<file path="config.mk">
export PLATFORM = sky130hd
export DESIGN_NAME = cpu_trap_ctrl
export DESIGN_NICKNAME = d
export VERILOG_FILES = /design/src/rtl/cpu_trap_ctrl_pkg.sv /design/src/rtl/cpu_trap_ctrl.sv
export SDC_FILE = /design/constraint.sdc
export NUM_CORES = 1
export LEC_CHECK = 0
export CORE_UTILIZATION = 25
export CTS_CLUSTER_DIAMETER = 60
export CTS_CLUSTER_SIZE = 28
export DETAILED_ROUTE_END_ITERATION = 8
export HOLD_SLACK_MARGIN = 0.12
export PLACE_DENSITY = 0.75
export SETUP_SLACK_MARGIN = 0.3
export SLEW_MARGIN = 25
export SYNTH_ARGS = -nofsm -noshare
export SYNTH_HDL_FRONTEND = slang
export SYNTH_SLANG_ARGS = --single-unit
</file>
<file path="constraint.sdc">
create_clock -name clk -period 2.34 [get_ports clk]
set_input_delay 0.702 -clock clk [delete_from_list [all_inputs] [get_ports clk]]
set_output_delay 0.702 -clock clk [all_outputs]
set_load 0.02 [all_outputs]
</file>
<file path="src/rtl/cpu_trap_ctrl_pkg.sv">
// Shared definitions for the trap/MRET sequencer: CSR addresses, FSM states
// and the PC alignment helper.
package cpu_trap_ctrl_pkg;

    localparam logic [11:0] CSR_MTVEC  = 12'h305;
    localparam logic [11:0] CSR_MEPC   = 12'h341;
    localparam logic [11:0] CSR_MCAUSE = 12'h342;

    typedef enum logic [2:0] {
        ST_IDLE,
        ST_W_CAUSE,
        ST_RD_TVEC,
        ST_RD_EPC,
        ST_REDIRECT
    } trap_state_e;

    function automatic logic [31:0] align4(input logic [31:0] addr);
        return {addr[31:2], 2'b00};
    endfunction

endpackage

</file>
<file path="src/rtl/cpu_trap_ctrl.sv">
// Trap entry / MRET sequencer that time-shares the single CSR read/write port
// with Zicsr instructions and produces the flush, stall and PC redirect.
module cpu_trap_ctrl
    import cpu_trap_ctrl_pkg::*;
#(
    parameter logic [11:0] MTVEC_ADDR  = CSR_MTVEC,
    parameter logic [11:0] MEPC_ADDR   = CSR_MEPC,
    parameter logic [11:0] MCAUSE_ADDR = CSR_MCAUSE
) (
    input  logic        clk,
    input  logic        rst,
    input  logic [11:0] instr_raddr,
    output logic [31:0] instr_rdata,
    input  logic        instr_we,
    input  logic [11:0] instr_waddr,
    input  logic [31:0] instr_wdata,
    input  logic        trap_req,
    input  logic [31:0] trap_pc,
    input  logic [31:0] trap_cause,
    input  logic        mret_req,
    output logic [11:0] csr_raddr,
    input  logic [31:0] csr_rdata,
    output logic [11:0] csr_waddr,
    output logic [31:0] csr_wdata,
    output logic        csr_wenable,
    output logic        flush,
    output logic        stall,
    output logic        redirect_valid,
    output logic [31:0] redirect_pc
);

    trap_state_e state, state_d;
    logic [31:0] cause_q, cause_d;
    logic [31:0] pc_q, pc_d;

    // NOTE: every signal driven here gets a default first, so no path can leave
    // one unassigned and infer a latch.
    always_comb begin
        state_d        = state;
        cause_d        = cause_q;
        pc_d           = pc_q;
        instr_rdata    = '0;
        csr_raddr      = '0;
        csr_waddr      = '0;
        csr_wdata      = '0;
        csr_wenable    = 1'b0;
        flush          = 1'b0;
        stall          = 1'b1;
        redirect_valid = 1'b0;
        redirect_pc    = pc_q;

        case (state)
            ST_IDLE: begin
                stall       = 1'b0;
                csr_raddr   = instr_raddr;
                instr_rdata = csr_rdata;
                // The trapping or returning instruction never commits, so its
                // Zicsr write is dropped rather than queued.
                if (trap_req) begin
                    csr_wenable = 1'b1;
                    csr_waddr   = MEPC_ADDR;
                    csr_wdata   = align4(trap_pc);
                    flush       = 1'b1;
                    cause_d     = trap_cause;
                    state_d     = ST_W_CAUSE;
                end else if (mret_req) begin
                    flush   = 1'b1;
                    state_d = ST_RD_EPC;
                end else begin
                    csr_wenable = instr_we;
                    csr_waddr   = instr_waddr;
                    csr_wdata   = instr_wdata;
                end
            end
            ST_W_CAUSE: begin
                csr_wenable = 1'b1;
                csr_waddr   = MCAUSE_ADDR;
                csr_wdata   = cause_q;
                state_d     = ST_RD_TVEC;
            end
            ST_RD_TVEC: begin
                // Direct mode only: the vector base is the handler address.
                csr_raddr = MTVEC_ADDR;
                pc_d      = align4(csr_rdata);
                state_d   = ST_REDIRECT;
            end
            ST_RD_EPC: begin
                csr_raddr = MEPC_ADDR;
                pc_d      = align4(csr_rdata);
                state_d   = ST_REDIRECT;
            end
            ST_REDIRECT: begin
                redirect_valid = 1'b1;
                state_d        = ST_IDLE;
            end
            default: state_d = ST_IDLE;
        endcase

        // Reset silences every pipeline-visible control, whatever the state.
        if (rst) begin
            csr_wenable    = 1'b0;
            flush          = 1'b0;
            stall          = 1'b0;
            redirect_valid = 1'b0;
            redirect_pc    = '0;
        end
    end

    // NOTE: state registers use non-blocking assignments so every flop samples
    // the pre-edge values regardless of statement order.
    always_ff @(posedge clk) begin
        if (rst) begin
            state   <= ST_IDLE;
            cause_q <= '0;
            pc_q    <= '0;
        end else begin
            state   <= state_d;
            cause_q <= cause_d;
            pc_q    <= pc_d;
        end
    end

endmodule
</file>
# Word level (Yosys, flattened, before mapping)
# Cells that the tools add are included.
# op_classes
mux,24
n_eq_ne,5
reduce_logical,3
# ops
cell,n
2-to-1 mux 32 bit,4
case mux 32 bit (2 select lines),1
case mux 12 bit (3 select lines),1
2-to-1 mux 12 bit,2
case mux 12 bit (2 select lines),1
2-to-1 mux 1 bit,11
case mux 3 bit (3 select lines),1
equality test 3 x 2 -> 1 bit (second input constant),2
2-to-1 mux 3 bit,2
equality test 3 x 1 -> 1 bit (second input constant),1
equality test 3 bit (second input constant),1
zero test 3 bit,1
!= test 3 bit (second input constant),1
case mux 1 bit (2 select lines),1
AND reduction 2 bit,1
OR reduction 2 bit,1
# word_totals
word_cells,35
input_bits,157
out_inout_bits,124
ff_bits,65

# Depth between registers and ports, before layout
# depth
ltp_word,4
ltp_mapped,6

# Least setup slack after synthesis
# OpenSTA, ideal clock, no wires.
# synth_timing
kind,input port to output port
start,in rst
end,out redirect_valid
setup_slack_ns,0.006
arrival_time_ns,1.632
t_required_ns,1.638
cell_stages,2
n_path_buf,1
cell_sequence,clkbuf_1 > nor4b_1
# synth_between
elab_chain_len,1
# synth_rtl
item,line_no,text
start: declaration,cpu_trap_ctrl.sv:11,"input logic rst,"
2-to-1 mux 1 bit,cpu_trap_ctrl.sv:100,if (rst) begin
end: declaration,cpu_trap_ctrl.sv:28,"output logic redirect_valid,"
# No other way between the ends.

# Worst setup path after layout
# layout_timing
start,in trap_req
end,out csr_wdata[4]
# layout_between
elab_chain_len,2
# layout_rtl
item,line_no,text
start: declaration,cpu_trap_ctrl.sv:17,"input logic trap_req,"
2-to-1 mux 32 bit,cpu_trap_ctrl.sv:59,if (trap_req) begin
case mux 32 bit (2 select lines),cpu_trap_ctrl.sv:52,case (state)
end: declaration,cpu_trap_ctrl.sv:24,"output logic [31:0] csr_wdata,"
# No other way between the ends.

==> metrics.log <==
INFO  metric status = finished with violations
INFO  metric failed_checks = negative setup slack
INFO  metric worstSetupPathType = in -> out
INFO  metric i_o_pin_count = roughly 280
INFO  metric timing.final.ws_setup = -0.1443 ns
INFO  metric synthesis.yosys.warnings = 0
INFO  metric drc = 0
INFO  metric clock_tree_buf_depth = 2
INFO  metric fraction_of_final_layout_cells_sized_beyond_drive_strength_1 = 0.5526
INFO  metric r2r_slack = ~0.66 ns
INFO  metric detail-route-antenna-nets = 0
INFO  metric synth_seq_area_share = 0.3780
INFO  metric die_height = 119.3 um
INFO  metric utilization = 0.6810
INFO  metric number_of_global_route_vias_before_repair = about 5000
INFO  metric whs_path_depth = 2
INFO  metric critical_path.reg2reg.startpoint = state[0]$_SDFFE_PP0P_
INFO  metric sort_of_element_at_the_end_of_the_critical_path = primary output
INFO  metric largest_net_degree_at_the_start_of_global_routing = 33
INFO  metric timing.hold.worst.class = reg -> reg
INFO  metric ys_ff_latch = between 60 and 70
INFO  metric final-hold-violation-count = 0
INFO  metric die_width = 119.3 um
INFO  metric wire_per_inst = 19.84 um
INFO  metric max_cap_viol_count = 0
INFO  metric final.period_utilization = 1.062
INFO  metric fillerInstances = 946
INFO  metric highest_ir_drop_seen_on_vdd = roughly 0.00029 V
INFO  metric max_freq = 402.5 MHz
INFO  metric finish.net_count = 981
INFO  metric postSynth.asyncResetShare = 0
INFO  metric clock_tree.htree_level_count = 3
INFO  metric syn_inst = 445
INFO  metric cts.root.buffer_cell = sky130_fd_sc_hd__clkbuf_16
INFO  metric design_area = 0.009090 mm2
INFO  metric cts_tree = built
INFO  metric path_common_cell = sky130_fd_sc_hd__buf_6
INFO  metric grt_first_pass_wirelength = 26.94 mm
INFO  metric drt_first_pass_iters = 4
INFO  metric antenna-diode-count = 0
INFO  metric insertion_delay = 0.33 ns
INFO  metric area_growth_syn_to_layout = 164.1%
INFO  metric worst_ep_arrival_time = 1.78 ns
INFO  metric worst_ep_required_time = ~1.6 ns
INFO  metric detail_route.vias_per_cell = 5.009
INFO  metric postSynthAreaPerCell = 7.735 um2
INFO  metric critical_path.max_fanout = 5
INFO  metric worst_setup_hold_path_clk_slew = around 0.050 ns
INFO  metric gr_overflow_total = 0
INFO  metric die_area = 0.01424 mm2
INFO  metric rsz_0062_raised_after_global_routing = yes
INFO  metric count_of_different_cell_masters_after_synthesis = 31
INFO  metric detailed_place.area = between 0.006 and 0.007 mm2
INFO  metric layout.area.seq = between 0.001 and 0.0015 mm2
INFO  metric critical_path_cell_with_the_highest_stage_delay = sky130_fd_sc_hd__nor2_4
INFO  metric setup_total_neg_slack = -3.108 ns
INFO  metric io_buffer_count = approximately 280
INFO  metric slew_viol_final = 0
INFO  metric row_count = 42
INFO  metric timing.final.setup_violations = 53
INFO  metric worstRegToRegCells = 8
INFO  metric min-delay-start = cause_q[2]$_SDFFE_PP0P_
INFO  metric synth_edf_count = 0
INFO  metric rr_endpoint = cause_q[11]$_SDFFE_PP0P_
INFO  metric initial_antenna_violation_count = 0
INFO  metric cp_max_stage_delay = 0.13 ns
INFO  metric globalplace.congestion = 0.8376
INFO  metric drt_iter0_drc = approximately 270
INFO  metric initial_core_util = 0.2579
INFO  metric globalRouteTotalUtil = 0.2475
INFO  metric synth_area = 0.003442 mm2
INFO  metric clock_sinks = 65
INFO  metric post-dp-hpwl = ~11 mm
INFO  metric period_needed = 2.484 ns
INFO  metric synth_flop_cell = sky130_fd_sc_hd__dfxtp_1
INFO  metric power.static_leakage = 3.874 nW
INFO  metric totalPowerFinal = 5.173 mW
INFO  metric cp_cell_sequence = buf_6, buf_6, nor2_4, buf_6, buf_8, buf_12, buf_6, nand3_2, nand2_2, buf_6
INFO  metric numCtsBuffers = 9
INFO  metric clock_skew = 0.006289 ns
INFO  metric count_of_vias_placed_by_the_detailed_router = 5024
INFO  metric placeableCoreArea = 0.01335 mm2
INFO  metric power_per_cell_area = 569.1 mW/mm2
INFO  metric route.final.wire_length = 19.90 mm
INFO  metric start_kind = primary input
INFO  metric whs_endpoint = cause_q[2]$_SDFFE_PP0P_
INFO  metric multi_input_logic_area = 0.002700 mm2
INFO  metric mostFrequentLayoutCell = sky130_fd_sc_hd__clkdlybuf4s50_1
INFO  metric most_used_cells_in_the_layout_excluding_fill_and_tap_cells = sky130_fd_sc_hd__clkdlybuf4s50_1 (142), sky130_fd_sc_hd__buf_6 (123), sky130_fd_sc_hd__buf_4 (94)
==> state kept, by name, summed over array words and instances, names as in the netlist <==
register	cells
pc_q	30
state	3
cause_q	32
==> synthesized netlist by cell type, types with 2 or more instances <==
library cell / n / area share
sky130_fd_sc_hd__a21oi_1: 41 / 0.060
sky130_fd_sc_hd__nand3_1: 30 / 0.044
sky130_fd_sc_hd__nand2_1: 96 / 0.10
sky130_fd_sc_hd__clkbuf_1: 18 / 0.020
sky130_fd_sc_hd__and3_1: 7 / 0.013
sky130_fd_sc_hd__a22o_1: 2 / 0.0051
sky130_fd_sc_hd__nand2b_1: 6 / 0.011
sky130_fd_sc_hd__buf_4: 11 / 0.024
sky130_fd_sc_hd__o22a_1: 30 / 0.076
sky130_fd_sc_hd__a22oi_1: 30 / 0.065
sky130_fd_sc_hd__dfxtp_1: 65 / 0.38
sky130_fd_sc_hd__buf_2: 13 / 0.019
sky130_fd_sc_hd__nor2b_1: 30 / 0.055
sky130_fd_sc_hd__nor3_1: 4 / 0.0058
sky130_fd_sc_hd__nor2_1: 8 / 0.0087
sky130_fd_sc_hd__and2_1: 39 / 0.071
==> power breakdown <==
part           total, mW  switching (mW)  internal [mW]
registers           1.26          0.0520           1.21
logic               2.60            1.15           1.44
clock network       1.32           0.477          0.840
total               5.17            1.68           3.49
==> critical path, delay by kind of cell <==
family | cells | cell delay (ns)
AND/OR/NAND/NOR | 3 | 0.28
buffers and inverters | 7 | 0.80
==> worst max-delay path by stage <==
stage	start	end	slack (ns)	depth (start not counted)
CTS	trap_req	csr_wdata[10]	-0.1	10
global route	trap_req	csr_wdata[4]	-0.19	10
global placement	trap_req	csr_wdata[15]	-0.88	6
detailed placement	trap_req	csr_wdata[8]	-0.90	6
finish	trap_req	csr_wdata[4]	-0.14	10
floorplan	trap_req	csr_wdata[17]	0.19	4
==> routing by layer <==
layer  GRT usage  share of wire
met1      0.2610           0.36
met2      0.4706           0.53
met3     0.05412          0.073
met4      0.1000          0.034
met5           0              0
==> metrics by stage <==
stage / setup slack (ns) / instances / hold slack (ns)
3_3_place_gp: -0.8827 / 934 / 0.4426
6_report: -0.1443 / 1003 / 0.4609
3_5_place_dp: -0.9007 / 934 / 0.4462
2_1_floorplan: 0.1865 / 446 / 0.4360
5_1_grt: -0.1854 / 1003 / 0.4797
4_1_cts: -0.09860 / 991 / 0.4571
==> logic make-up after synthesis <==
| logic type | Yosys count | share of synthesized area |
|---|---|---|
| AO/OA/AOI/OAI | 105 | 0.2108 |
| buffers and inverters | 45 | 0.06579 |
| flip-flops | 65 | 0.3780 |
| other | 1 | 0.001089 |
| AND/OR/NAND/NOR | 229 | 0.3442 |
==> what timing repair did <==
action / CTS / global route
endpoints found under the hold margin: 0 / 0
pin swaps: 77 / 56
cloned: 17 / 9
resized for setup: 850 / 95
setup buffers: 26 / 3
setup endpoints to repair: 122 / 112
hold buffers: 0 / 0
==> cell type report <==
class,count,share of cell area
sequential,65,0.1441
clock buffer,11,0.02670
clock inverter,3,0.004680
timing repair buffer,410,0.5019
tap,176,0.02423
multi-input combinational,336,0.2970
inverter,2,0.001376
Note: power is estimated with default switching activity, not from simulation.
